`src/rtl/run_pattern_gen.sv`:
```
// Run-length pattern transmitter: turns {bit, length} commands into a serial
// w stream with a w_valid strobe, reloading back-to-back on the last bit.
module run_pattern_gen #(
  parameter int LEN_W = 4,
  parameter int CNT_W = 8
) (
  input  logic             clock,
  input  logic             reset,
  input  logic             enable,
  input  logic             cmd_valid,
  output logic             cmd_ready,
  input  logic             cmd_bit,
  input  logic [LEN_W-1:0] cmd_len,
  output logic             w,
  output logic             w_valid,
  output logic             run_done,
  output logic             busy,
  output logic [CNT_W-1:0] total_bits,
  output logic             state
);

  localparam int RW = LEN_W + 1;

  typedef enum logic {
    IDLE = 1'b0,
    SEND = 1'b1
  } state_t;

  state_t           state_q, state_d;
  logic [RW-1:0]    remaining_q, remaining_d;
  logic [RW-1:0]    eff_len;
  logic [CNT_W-1:0] total_q;
  logic             w_q, w_d;
  logic             w_valid_q, w_valid_d;
  logic             last, accept;

  // A length field of zero stands for the longest run, 2^LEN_W.
  assign eff_len = (cmd_len == '0) ? {1'b1, {LEN_W{1'b0}}} : {1'b0, cmd_len};
  assign last    = (remaining_q == RW'(1));
  assign accept  = cmd_valid & cmd_ready;

  // State register.
  // NOTE: sequential state uses non-blocking assignments so every register
  // samples pre-edge values regardless of process ordering.
  always_ff @(posedge clock or negedge reset) begin
    if (!reset) begin
      state_q <= IDLE;
    end else if (enable) begin
      state_q <= state_d;
    end
  end

  // Next-state logic.
  // NOTE: every combinational output gets a default first so no path leaves
  // it unassigned, which would infer a latch.
  always_comb begin
    state_d = state_q;
    unique case (state_q)
      IDLE: if (accept) state_d = SEND;
      SEND: if (last && !accept) state_d = IDLE;
      default: state_d = IDLE;
    endcase
  end

  // Outputs decoded from registers (and enable for the handshake).
  always_comb begin
    cmd_ready = enable & ((state_q == IDLE) | ((state_q == SEND) & last));
    run_done  = w_valid_q & last;
    busy      = (state_q == SEND);
  end

  // Run datapath: load on accept, count down, drop w_valid at run end.
  always_comb begin
    w_d         = w_q;
    w_valid_d   = w_valid_q;
    remaining_d = remaining_q;
    if (accept) begin
      w_d         = cmd_bit;
      w_valid_d   = 1'b1;
      remaining_d = eff_len;
    end else if (state_q == SEND && !last) begin
      remaining_d = remaining_q - RW'(1);
    end else begin
      w_valid_d   = 1'b0;
      remaining_d = '0;
    end
  end

  always_ff @(posedge clock or negedge reset) begin
    if (!reset) begin
      w_q         <= 1'b0;
      w_valid_q   <= 1'b0;
      remaining_q <= '0;
      total_q     <= '0;
    end else if (enable) begin
      w_q         <= w_d;
      w_valid_q   <= w_valid_d;
      remaining_q <= remaining_d;
      if (w_valid_q) total_q <= total_q + CNT_W'(1);
    end
  end

  assign w          = w_q;
  assign w_valid    = w_valid_q;
  assign total_bits = total_q;
  assign state      = state_q;

endmodule

```
`config.mk`:
```
export PLATFORM = sky130hd
export DESIGN_NAME = run_pattern_gen
export DESIGN_NICKNAME = d
export VERILOG_FILES = /design/src/rtl/run_pattern_gen.sv
export SDC_FILE = /design/constraint.sdc
export NUM_CORES = 1
export LEC_CHECK = 0
export CORE_MARGIN = 1.5
export CORE_UTILIZATION = 30
export CTS_BUF_LIST = sky130_fd_sc_hd__clkbuf_8 sky130_fd_sc_hd__clkbuf_16
export DETAILED_ROUTE_END_ITERATION = 6
export SLEW_MARGIN = 20
export SYNTH_ARGS = -nofsm -noshare
export SYNTH_HDL_FRONTEND = slang
export SYNTH_SLANG_ARGS = --single-unit
```
`constraint.sdc`:
```
create_clock -name clock -period 3 [get_ports clock]
set_clock_uncertainty 0.1 [all_clocks]
set_input_delay 0.6 -clock clock [delete_from_list [all_inputs] [get_ports clock]]
set_output_delay 0.6 -clock clock [all_outputs]
set_load 0.05 [all_outputs]
```
---- After elaboration in Yosys (flattened, before gate mapping) ----
Index checks and enable logic that the tools add are counted.
operators by class
  reductions and logical operators ........ 8
  mux-type cells .......................... 8
  bitwise logic cells ..................... 6
  add/sub/neg operators ................... 2
  eq/ne operators ......................... 2
operators by type and width
  operator               number
  $mux W5                3
  $add A8 B1 Y8 const B  1
  $reduce_and A2 Y1      3
  $eq A5 B1 Y1 const B   1
  $sub A5 B1 Y5 const B  1
  $and A1 B1 Y1          4
  $logic_not A4 Y1       1
  $mux W1                4
  $logic_and A1 B1 Y1    2
  $logic_not A1 Y1       2
  $ne A2 B2 Y1 const B   1
  $pmux W1 S2            1
  $not A1 Y1             1
  $or A1 B1 Y1           1
storage, ports and cells
  word-level logic and storage cells ...... 31
  input port bits ......................... 9
  output and inout port bits .............. 14
  register bits ........................... 16

---- Logic depth before layout (Yosys ltp) ----
  depth after elaboration ................. 9
  depth in mapped cells ................... 6
  gate-level depth less buffers ........... 5

---- Worst setup path after synthesis ----
No wires, ideal clock.
  path type ............................... flip-flop to output port
  from .................................... reg remaining_q[1]
  to ...................................... out cmd_ready
  path buffers ............................ 1
  path slack .............................. 732 ps
  arrival ................................. 1568 ps
  required time ........................... 2300 ps
  cell stages (with the launch flop) ...... 6
  cell sequence ........................... dfrtp_1 -> inv_1 -> ha_1 -> or4b_1 -> buf_6 -> a21oi_4
between the ends
  cells in the longest elaborated chain, start to end .. 4
ends and longest elaborated chain
  what                      line  source
  start: declaration        30    logic [RW-1:0] remaining_q, remaining_d;
  start signal: assignment  98    remaining_q <= remaining_d;
  $eq A5 B1 Y1              39    assign last = (remaining_q == RW'(1));
  $and A1 B1 Y1             67    cmd_ready = enable & ((state_q == IDLE) | ((state_q == SEND) & last));
  $or A1 B1 Y1              67
  $and A1 B1 Y1             67
  end: declaration          11    output logic cmd_ready,
Every way passes these cells.

---- Final worst setup path ----
Same ends and word-level chain as after synthesis.

==> results.yml <==
status:
  status: "completed"
pwr:
  comb_power_share: 0.459
  leakage_uw: 0.000484
  vdd_drop_max_mv: 0.377
  p_switching_uw: 486
  power_density_nw_per_um2: 922
  p_clk_frac: 0.178
  p_seq_frac: 0.363
  p_sw_frac: 0.442
  p_int_uw: 614
hold_path:
  hold_class: "reg2reg"
final_layout:
  area_growth_pct: 33.2
  final_cell_mix: "clkdlybuf4s50_1 (21), dfrtp_1 (16), xnor2_1 (7)"
  nFillCells: 273
  final_core_util: 0.426
  layout_commonest_cell: "clkdlybuf4s50_1"
  drive_gt1_frac: 0.102
  final_nets: 121
  diodes: 0
worst_setup_path:
  critPathMaxFanout: 8
  worstPathRequired_ns: 2.30
  crit_arrival_ns: 2.06
  criticalPathCategory: "reg2out"
  start_kind: "flip-flop"
  end_kind: "output port"
floorplanning:
  die_area_sq_um: 3320
  core.rowCount: 19
  die_h_um: 57.6
  die_x_um: 57.6
  ios: 23
  core_sq_um: 2810
  start_util: 0.319
placement:
  numPortBuffers: 22
  pre_cts_ws_ns: 0.539
  gp_congestion: 0.751
  dp_hpwl_mm: 1.50
cts:
  clock-sinks: 16
  htreeDepth: 1
  clkLatencyLatePin_ns: 0.25
  cts-root-buf: "clkbuf_8"
  post-cts-setup-buffers: 0
  cts_resized: 0
  cts_hold_buf: 0
  cts_tree: "yes"
  cts.clk_slew.worst_paths_ns: 0.06
  cts_buffer_depth: 2
  cts_buffers: 3
global_routing:
  first_global_vias: 771
  grt_pass1_wl_mm: 3.57
  antenna_found_initial: 0
  grt_start_max_net_pins: 19
  grt_usage: 0.139
  overflow: 0
timing:
  slew_violations: 0
  worst_slack_ns: 0.237
  max_freq_ghz: 0.362
  rsz0062_at_grt: "no"
  finalSetupTns_ns: 0
  period_share: 0.921
  finalSetupViolCount: 0
  worst_pin_slew_ns: 0.771
  holdWs_ns: 0.367
  hold_viol: 0
  relSlewSlack: 0.478
  timing.final.crit_period_ns: 2.76
routing:
  via_count: 768
  drtPass1Iterations: 4
  wl_per_cell_um: 15.0
  viasPerCell: 5.53
  drt_iter0_markers: 12
  drc: 0
  drt_wl_total_mm: 2.08
  ant_nets: 0
run:
  max_cap_violations: 0
synthesis:
  ys_ff_latch: 16
  ys_warn_count: 0
  syn_nets: 99
  syn_avg_cell_area_sq_um: 10.3
  synthCells: 87
  yosysSeqAreaShare: 0.447
  synth_cell_types: 36
  mappedNetlistArea_sq_um: 896
==> logic make-up (layout without fill, tap and decap cells) <==
| group | after synthesis | after routing | share of synthesized area |
|---|---|---|---|
| xor+xnor | 7 | 7 | 0.0684 |
| compound gates | 17 | 17 | 0.151 |
| simple gates | 30 | 30 | 0.196 |
| buf+inv | 11 | 32 | 0.0587 |
| flops | 16 | 16 | 0.447 |
| fa+ha+maj | 3 | 3 | 0.0419 |
| mux | 3 | 3 | 0.0377 |
==> stage by stage <==
step	instances	total power, uW	area (sq um)
global placement	135	890	1140
CTS	139	1100	1190
detailed placement	135	902	1140
finish	139	1100	1190
global route	139	1160	1190
floorplan	87	725	896
==> path summary, 6_finish.rpt <==
kind,startpoint,to,slack (ns),cells past startpoint
worst min register to register,total_bits[7],total_bits[7],0.37,1
worst min-delay path,total_bits[7],total_bits[7],0.37,1
worst max register to register,remaining_q[1],w_valid,0.78,5
min in group asynchronous,reset,w,0.68,1
max in group asynchronous,reset,remaining_q[3],1.65,1
worst max-delay path,remaining_q[1],cmd_ready,0.24,5
==> registers in the layout, summed over array words and instances, names as in the netlist <==
| name | cells |
|---|---|
| w | 1 |
| total_bits | 8 |
| remaining_q | 5 |
| w_valid | 1 |
| busy | 1 |
==> layout make-up <==
cell class / instances / area, sq um / area share
Tap cell: 31 / 38.8 / 0.0325
Sequential cell: 16 / 400 / 0.335
Timing Repair Buffer: 23 / 238 / 0.199
Inverter: 5 / 18.8 / 0.0157
Clock buffer: 4 / 55.1 / 0.0461
Multi-Input combinational cell: 60 / 443 / 0.371
==> cell usage after synthesis, drive strengths merged <==
cell type,n,share of area
dfrtp,16,0.45
xnor2,7,0.068
a21oi,6,0.050
nand2,6,0.025
inv,5,0.021
nand4,5,0.035
buf,3,0.025
clkbuf,3,0.013
ha,3,0.042
mux2,3,0.038
nand3,3,0.017
o2111ai,3,0.029
or3,3,0.021
a211o,2,0.021
and3,2,0.014
nand3b,2,0.017
nor2,2,0.0084
a211oi,1,0.0084
a2bb2oi,1,0.0098
and4,1,0.0098
nor2b,1,0.0070
nor3,1,0.0056
nor3b,1,0.0084
nor4,1,0.0070
nor4b,1,0.0098
o211ai,1,0.0084
o21ai,1,0.0056
o31ai,1,0.0084
o41ai,1,0.0098
or4b,1,0.011
==> power groups by stage <==
stage | combinational, uW | clock (uW) | sequential (uW)
floorplan | 174 | 0 | 550
global placement | 495 | 0 | 395
detailed placement | 503 | 0 | 399
CTS | 508 | 197 | 399
global route | 539 | 205 | 415
finish | 506 | 195 | 400
==> layer usage <==
metal  vias up  part of all wire  track usage
met3         5             0.048       0.0335
met5         -                 0            0
met1       375              0.47        0.187
met4         0             0.025       0.0631
met2        27              0.46        0.211
li1        361                 -            -
==> critical path, stage by stage, from the launching register on <==
cell     delay, ns
dfrtp_1       0.40
inv_1         0.12
ha_1          0.22
or4b_1        0.65
a21oi_4       0.27
buf_12        0.16
(Power assumes the default switching activity.)
